--- src/rtl/apb_master_bridge.sv ---
// APB initiator: turns one valid/ready request into an APB SETUP/ACCESS transfer and returns a one-cycle response strobe.
// Latency: accept -> response 3 cycles at zero wait states; o_ready stays low until the transfer ends, so requests stall.
module apb_master_bridge #(
    parameter int DATA_WIDTH     = 32,
    parameter int ADDR_WIDTH     = 32,
    parameter int TIMEOUT_CYCLES = 16
) (
    input  logic                  i_clk_apb,
    input  logic                  i_rst_apb,
    input  logic                  i_valid,
    input  logic                  i_rd0_wr1,
    input  logic [ADDR_WIDTH-1:0] i_addr,
    input  logic [DATA_WIDTH-1:0] i_wr_data,
    output logic                  o_ready,
    output logic                  o_resp_valid,
    output logic                  o_resp_err,
    output logic [DATA_WIDTH-1:0] o_rd_data,
    output logic                  o_psel,
    output logic                  o_penable,
    output logic                  o_pwrite,
    output logic [ADDR_WIDTH-1:0] o_paddr,
    output logic [DATA_WIDTH-1:0] o_pwdata,
    input  logic [DATA_WIDTH-1:0] i_prdata,
    input  logic                  i_pready,
    input  logic                  i_pslverr
);

    localparam int CW = (TIMEOUT_CYCLES > 0) ? $clog2(TIMEOUT_CYCLES + 1) : 1;
    localparam logic [CW-1:0] TO_LIMIT = CW'(TIMEOUT_CYCLES);

    typedef enum logic [1:0] {
        S_IDLE   = 2'd0,
        S_SETUP  = 2'd1,
        S_ACCESS = 2'd2
    } state_t;

    state_t                r_state;
    logic [CW-1:0]         r_wait_cnt;
    logic                  r_ready;
    logic                  r_resp_valid;
    logic                  r_resp_err;
    logic [DATA_WIDTH-1:0] r_rd_data;
    logic                  r_psel;
    logic                  r_penable;
    logic                  r_pwrite;
    logic [ADDR_WIDTH-1:0] r_paddr;
    logic [DATA_WIDTH-1:0] r_pwdata;

    logic [CW-1:0]         w_wait_inc;
    logic                  w_timeout;
    logic                  w_accept;

    assign w_wait_inc = r_wait_cnt + CW'(1);
    // Abort fires on the wait cycle that brings the count up to the limit.
    assign w_timeout  = (TIMEOUT_CYCLES != 0) && (w_wait_inc == TO_LIMIT);
    assign w_accept   = i_valid && r_ready && (r_state == S_IDLE);

    always_ff @(posedge i_clk_apb) begin
        if (i_rst_apb) begin
            r_state      <= S_IDLE;
            r_wait_cnt   <= '0;
            r_ready      <= 1'b1;
            r_resp_valid <= 1'b0;
            r_resp_err   <= 1'b0;
            r_rd_data    <= '0;
            r_psel       <= 1'b0;
            r_penable    <= 1'b0;
            r_pwrite     <= 1'b0;
            r_paddr      <= '0;
            r_pwdata     <= '0;
        end else begin
            r_resp_valid <= 1'b0;
            case (r_state)
                S_IDLE: begin
                    if (w_accept) begin
                        r_paddr   <= i_addr;
                        r_pwdata  <= i_wr_data;
                        r_pwrite  <= i_rd0_wr1;
                        r_psel    <= 1'b1;
                        r_penable <= 1'b0;
                        r_ready   <= 1'b0;
                        r_state   <= S_SETUP;
                    end
                end
                S_SETUP: begin
                    r_penable  <= 1'b1;
                    r_wait_cnt <= '0;
                    r_state    <= S_ACCESS;
                end
                S_ACCESS: begin
                    if (i_pready) begin
                        r_psel       <= 1'b0;
                        r_penable    <= 1'b0;
                        r_ready      <= 1'b1;
                        r_resp_valid <= 1'b1;
                        r_resp_err   <= i_pslverr;
                        r_rd_data    <= r_pwrite ? '0 : i_prdata;
                        r_state      <= S_IDLE;
                    end else if (w_timeout) begin
                        r_psel       <= 1'b0;
                        r_penable    <= 1'b0;
                        r_ready      <= 1'b1;
                        r_resp_valid <= 1'b1;
                        r_resp_err   <= 1'b1;
                        r_rd_data    <= '0;
                        r_state      <= S_IDLE;
                    end else begin
                        r_wait_cnt <= w_wait_inc;
                    end
                end
                default: begin
                    r_psel    <= 1'b0;
                    r_penable <= 1'b0;
                    r_ready   <= 1'b1;
                    r_state   <= S_IDLE;
                end
            endcase
        end
    end

    assign o_ready      = r_ready;
    assign o_resp_valid = r_resp_valid;
    assign o_resp_err   = r_resp_err;
    assign o_rd_data    = r_rd_data;
    assign o_psel       = r_psel;
    assign o_penable    = r_penable;
    assign o_pwrite     = r_pwrite;
    assign o_paddr      = r_paddr;
    assign o_pwdata     = r_pwdata;

endmodule
--- config.mk ---
export PLATFORM = sky130hd
export DESIGN_NAME = apb_master_bridge
export DESIGN_NICKNAME = d
export VERILOG_FILES = /design/src/rtl/apb_master_bridge.sv
export SDC_FILE = /design/constraint.sdc
export NUM_CORES = 1
export LEC_CHECK = 0
export CORE_MARGIN = 8
export CORE_UTILIZATION = 40
export DETAILED_ROUTE_END_ITERATION = 7
export PLACE_DENSITY = 0.78
export SYNTH_ARGS = -nofsm -noshare
export SYNTH_HDL_FRONTEND = slang
export SYNTH_SLANG_ARGS = --single-unit
--- constraint.sdc ---
create_clock -name i_clk_apb -period 1.86 [get_ports i_clk_apb]
set_input_delay 0.279 -clock i_clk_apb [delete_from_list [all_inputs] [get_ports i_clk_apb]]
set_output_delay 0.279 -clock i_clk_apb [all_outputs]
set_load 0.01 [all_outputs]
==> run summary <==
Sum Neg Setup Slack: 0 ns
Synth warnings: 0
XOR/XNOR Fraction of Synth Area: 0
DP HPWL: 10700 µm
Net Count, Synth: 672
Clk sinks: 108
Final WL: 14500 µm
Hold WS: 0.411 ns
Mux contribution to synthesized area: 0
Max FO, Critical Path: 7
Finish-stage setup viols: 0
Vias in the first global route: 4377
Vias: 4667
Most common flop cell mapped by yosys: dfxtp_1
CTS tree: yes
DRC viols: 0
HP Class: in -> reg
Synth Area in Compound Gates: 0.145
RSZ-0062 raised after global routing: no
Fill cells: 923
Clock Latency Late Sink: 0.36 ns
Post-Synthesis Cells: 569
Post-synth EDFFs: 0
DIE AREA: 14800 µm²
Least-Margin Pin Slew: 0.524 ns
Largest family of logic cells by synthesized area: simple AND/OR/NAND/NOR gates
Num CTS Buffers: 9
Slew margin rel.: 0.651
Core footprint: 10800 µm²
Cell Area, Placed: 6630 µm²
Initial DRC Count: 332
Final antenna-violating net count: 0
First-pass GRT wire length: 22600 µm
Starting density of the core: 0.412
All-Layer GR Usage: 0.186
Routability Congestion: 0.816
WL per Instance: 16.2 µm
Seq/Total Area, Yosys: 0.485
Hold-fix buffers, CTS: 0
Area growth syn-to-layout: 52.7%
Fin area: 6820 µm²
Port Buf Inserts: 203
Worst vdd ir: 0.000367 V
Fin. Hold Viols: 0
Synth Register Bits: 108
Chip Height: 122 µm
Post-synthesis adder-cell area fraction: 0.00280
Synth Area in Simple Gates: 0.318
Clock skew: 0.00782 ns
Tmin final: 1.75 ns
PD cells: 712 nW/µm²
Yosys cell types: 37
N_diodes: 0
Status: complete, no violations
CP Capture Type: primary output
Max Slew Vio Count: 0
Worst-case clock buffer depth: 2
Clock Root Buffer: clkbuf_8
Cell Area, Synth: 4460 µm²
Pin count of the biggest net entering global routing: 67
Drt via density: 5.22
Crit path launch type: flop
Initial antenna violation count: 0
Setup Crit Path Kind: reg -> out
Top Ports: 204
Worst endpoint required time: 1.58 ns
CP arrival: 1.47 ns
Leak: 2.46 nW
Die width: 122 µm
GRT Residual Overflow: 0
# Max-Cap Violations: 0
Total power: 4.85 mW
Clk pin slew, worst setup/hold paths: 0.09 ns
H-tree depth: 3
Final period util: 0.941
Fraction of layout cells with a size suffix above 1: 0.0531
# rows: 38
Syn_area_per_cell: 7.84 µm²
Final #Nets: 853
DRT Pass-1 Iters: 4
Max Clock Freq: 571 MHz
Synth async-reset ratio: 0
-- report_power, final --
part	total, mW	internal (mW)	switching, mW
sequential	2.54	2.45	0.0837
combinational	0.996	0.556	0.440
clock	1.32	0.558	0.762
total	4.85	3.57	1.29
-- kinds of logic (layout without fill, tap and decap cells) --
kind of cell | Yosys count | in the layout
AO/OA/AOI/OAI | 120 | 120
AND/OR/NAND/NOR | 288 | 288
adder cells (fa/ha/maj) | 1 | 1
flip-flops | 108 | 108
buffers and inverters | 52 | 237
-- what timing repair did --
| item | in CTS | in global routing |
|---|---|---|
| endpoints found under the setup margin | 1 | 1 |
| resized for setup | 1 | 1 |
| setup buffers | 0 | 0 |
| gates cloned | 0 | 0 |
| endpoints found under the hold margin | 0 | 0 |
-- per-layer routing --
layer,wire length [µm],vias up,GRT usage
met1,6090,2214,0.225
met3,1200,12,0.0569
li1,-,2277,-
met4,153,0,0.0578
met2,7070,164,0.311
met5,0,-,0
-- worst paths after layout --
kind | start | to | slack, ns | cells past startpoint
min reg2reg | o_pwdata[28]$_SDFFE_PP0P_ | o_pwdata[28]$_SDFFE_PP0P_ | 0.46 | 2
max reg2reg | r_wait_cnt[0]$_SDFFE_PP0P_ | r_wait_cnt[4]$_SDFFE_PP0P_ | 0.17 | 5
max | r_state[1]$_SDFFE_PP0P_ | o_penable | 0.11 | 2
min | i_rst_apb | r_wait_cnt[4]$_SDFFE_PP0P_ | 0.41 | 2
-- sequential cells by signal (all words and copies together), names as in the netlist --
register,flops
o_paddr,32
o_resp_err,1
o_pwrite,1
o_rd_data,32
o_psel,1
o_pwdata,32
o_ready,1
r_wait_cnt,5
r_state,2
o_resp_valid,1
-- synthesized netlist by cell type (all sizes together), types with 2 or more instances --
cell type	instances	area (µm²)
a211oi	4	30.0
a21oi	70	350
a31oi	2	12.5
and3	2	12.5
buf	15	81.3
clkbuf	34	128
dfxtp	108	2160
inv	3	11.3
nand2	166	626
nand2b	3	18.8
nand3	34	170
nand3b	32	240
nor2	7	26.3
nor2b	2	12.5
nor3b	32	240
o21ai	34	170
or2	2	12.5
or3	3	18.8
-- worst max-delay path, stage by stage (launching register included) --
cell and delay (ns):
dfxtp_2 0.40, buf_4 0.15, clkdlybuf4s50_1 0.56
-- cells in the final DEF (no fill, tap or decap), types with 2 or more instances in the layout --
cell type | synthesis | routed
nand2_1 | 165 | 165
dfxtp_1 | 108 | 107
nand3_1 | 34 | 33
a21oi_1 | 70 | 70
a211oi_1 | 4 | 3
o21ai_0 | 34 | 34
a31oi_1 | 2 | 2
clkbuf_8 | 0 | 11
nand2b_1 | 3 | 3
clkdlybuf4s50_1 | 0 | 202
inv_1 | 3 | 3
nor2_1 | 7 | 7
nand3b_1 | 32 | 32
nor3b_1 | 32 | 32
nor2b_1 | 2 | 2
buf_4 | 0 | 14
buf_12 | 0 | 3
or3_1 | 3 | 3
-- area by class of cell --
cell class | instances | area [µm²] | area share
clock buffer | 12 | 155 | 0.0228
multi-input combinational | 409 | 2100 | 0.308
sequential | 108 | 2160 | 0.317
inverter | 3 | 11.3 | 0.00165
tap | 140 | 175 | 0.0257
timing repair buffer | 219 | 2190 | 0.321
clock inverter | 3 | 21.3 | 0.00312
-- per-stage QoR --
step	setup WS (ns)	utilization	std cells
after floorplan	0.161	-	569
after global placement	0.0433	0.612	879
after detailed placement	0.0405	0.612	879
after CTS	0.0766	0.628	894
after global routing	0.00810	0.629	894
final	0.109	0.629	894
Power figures use the tool's default switching activity.
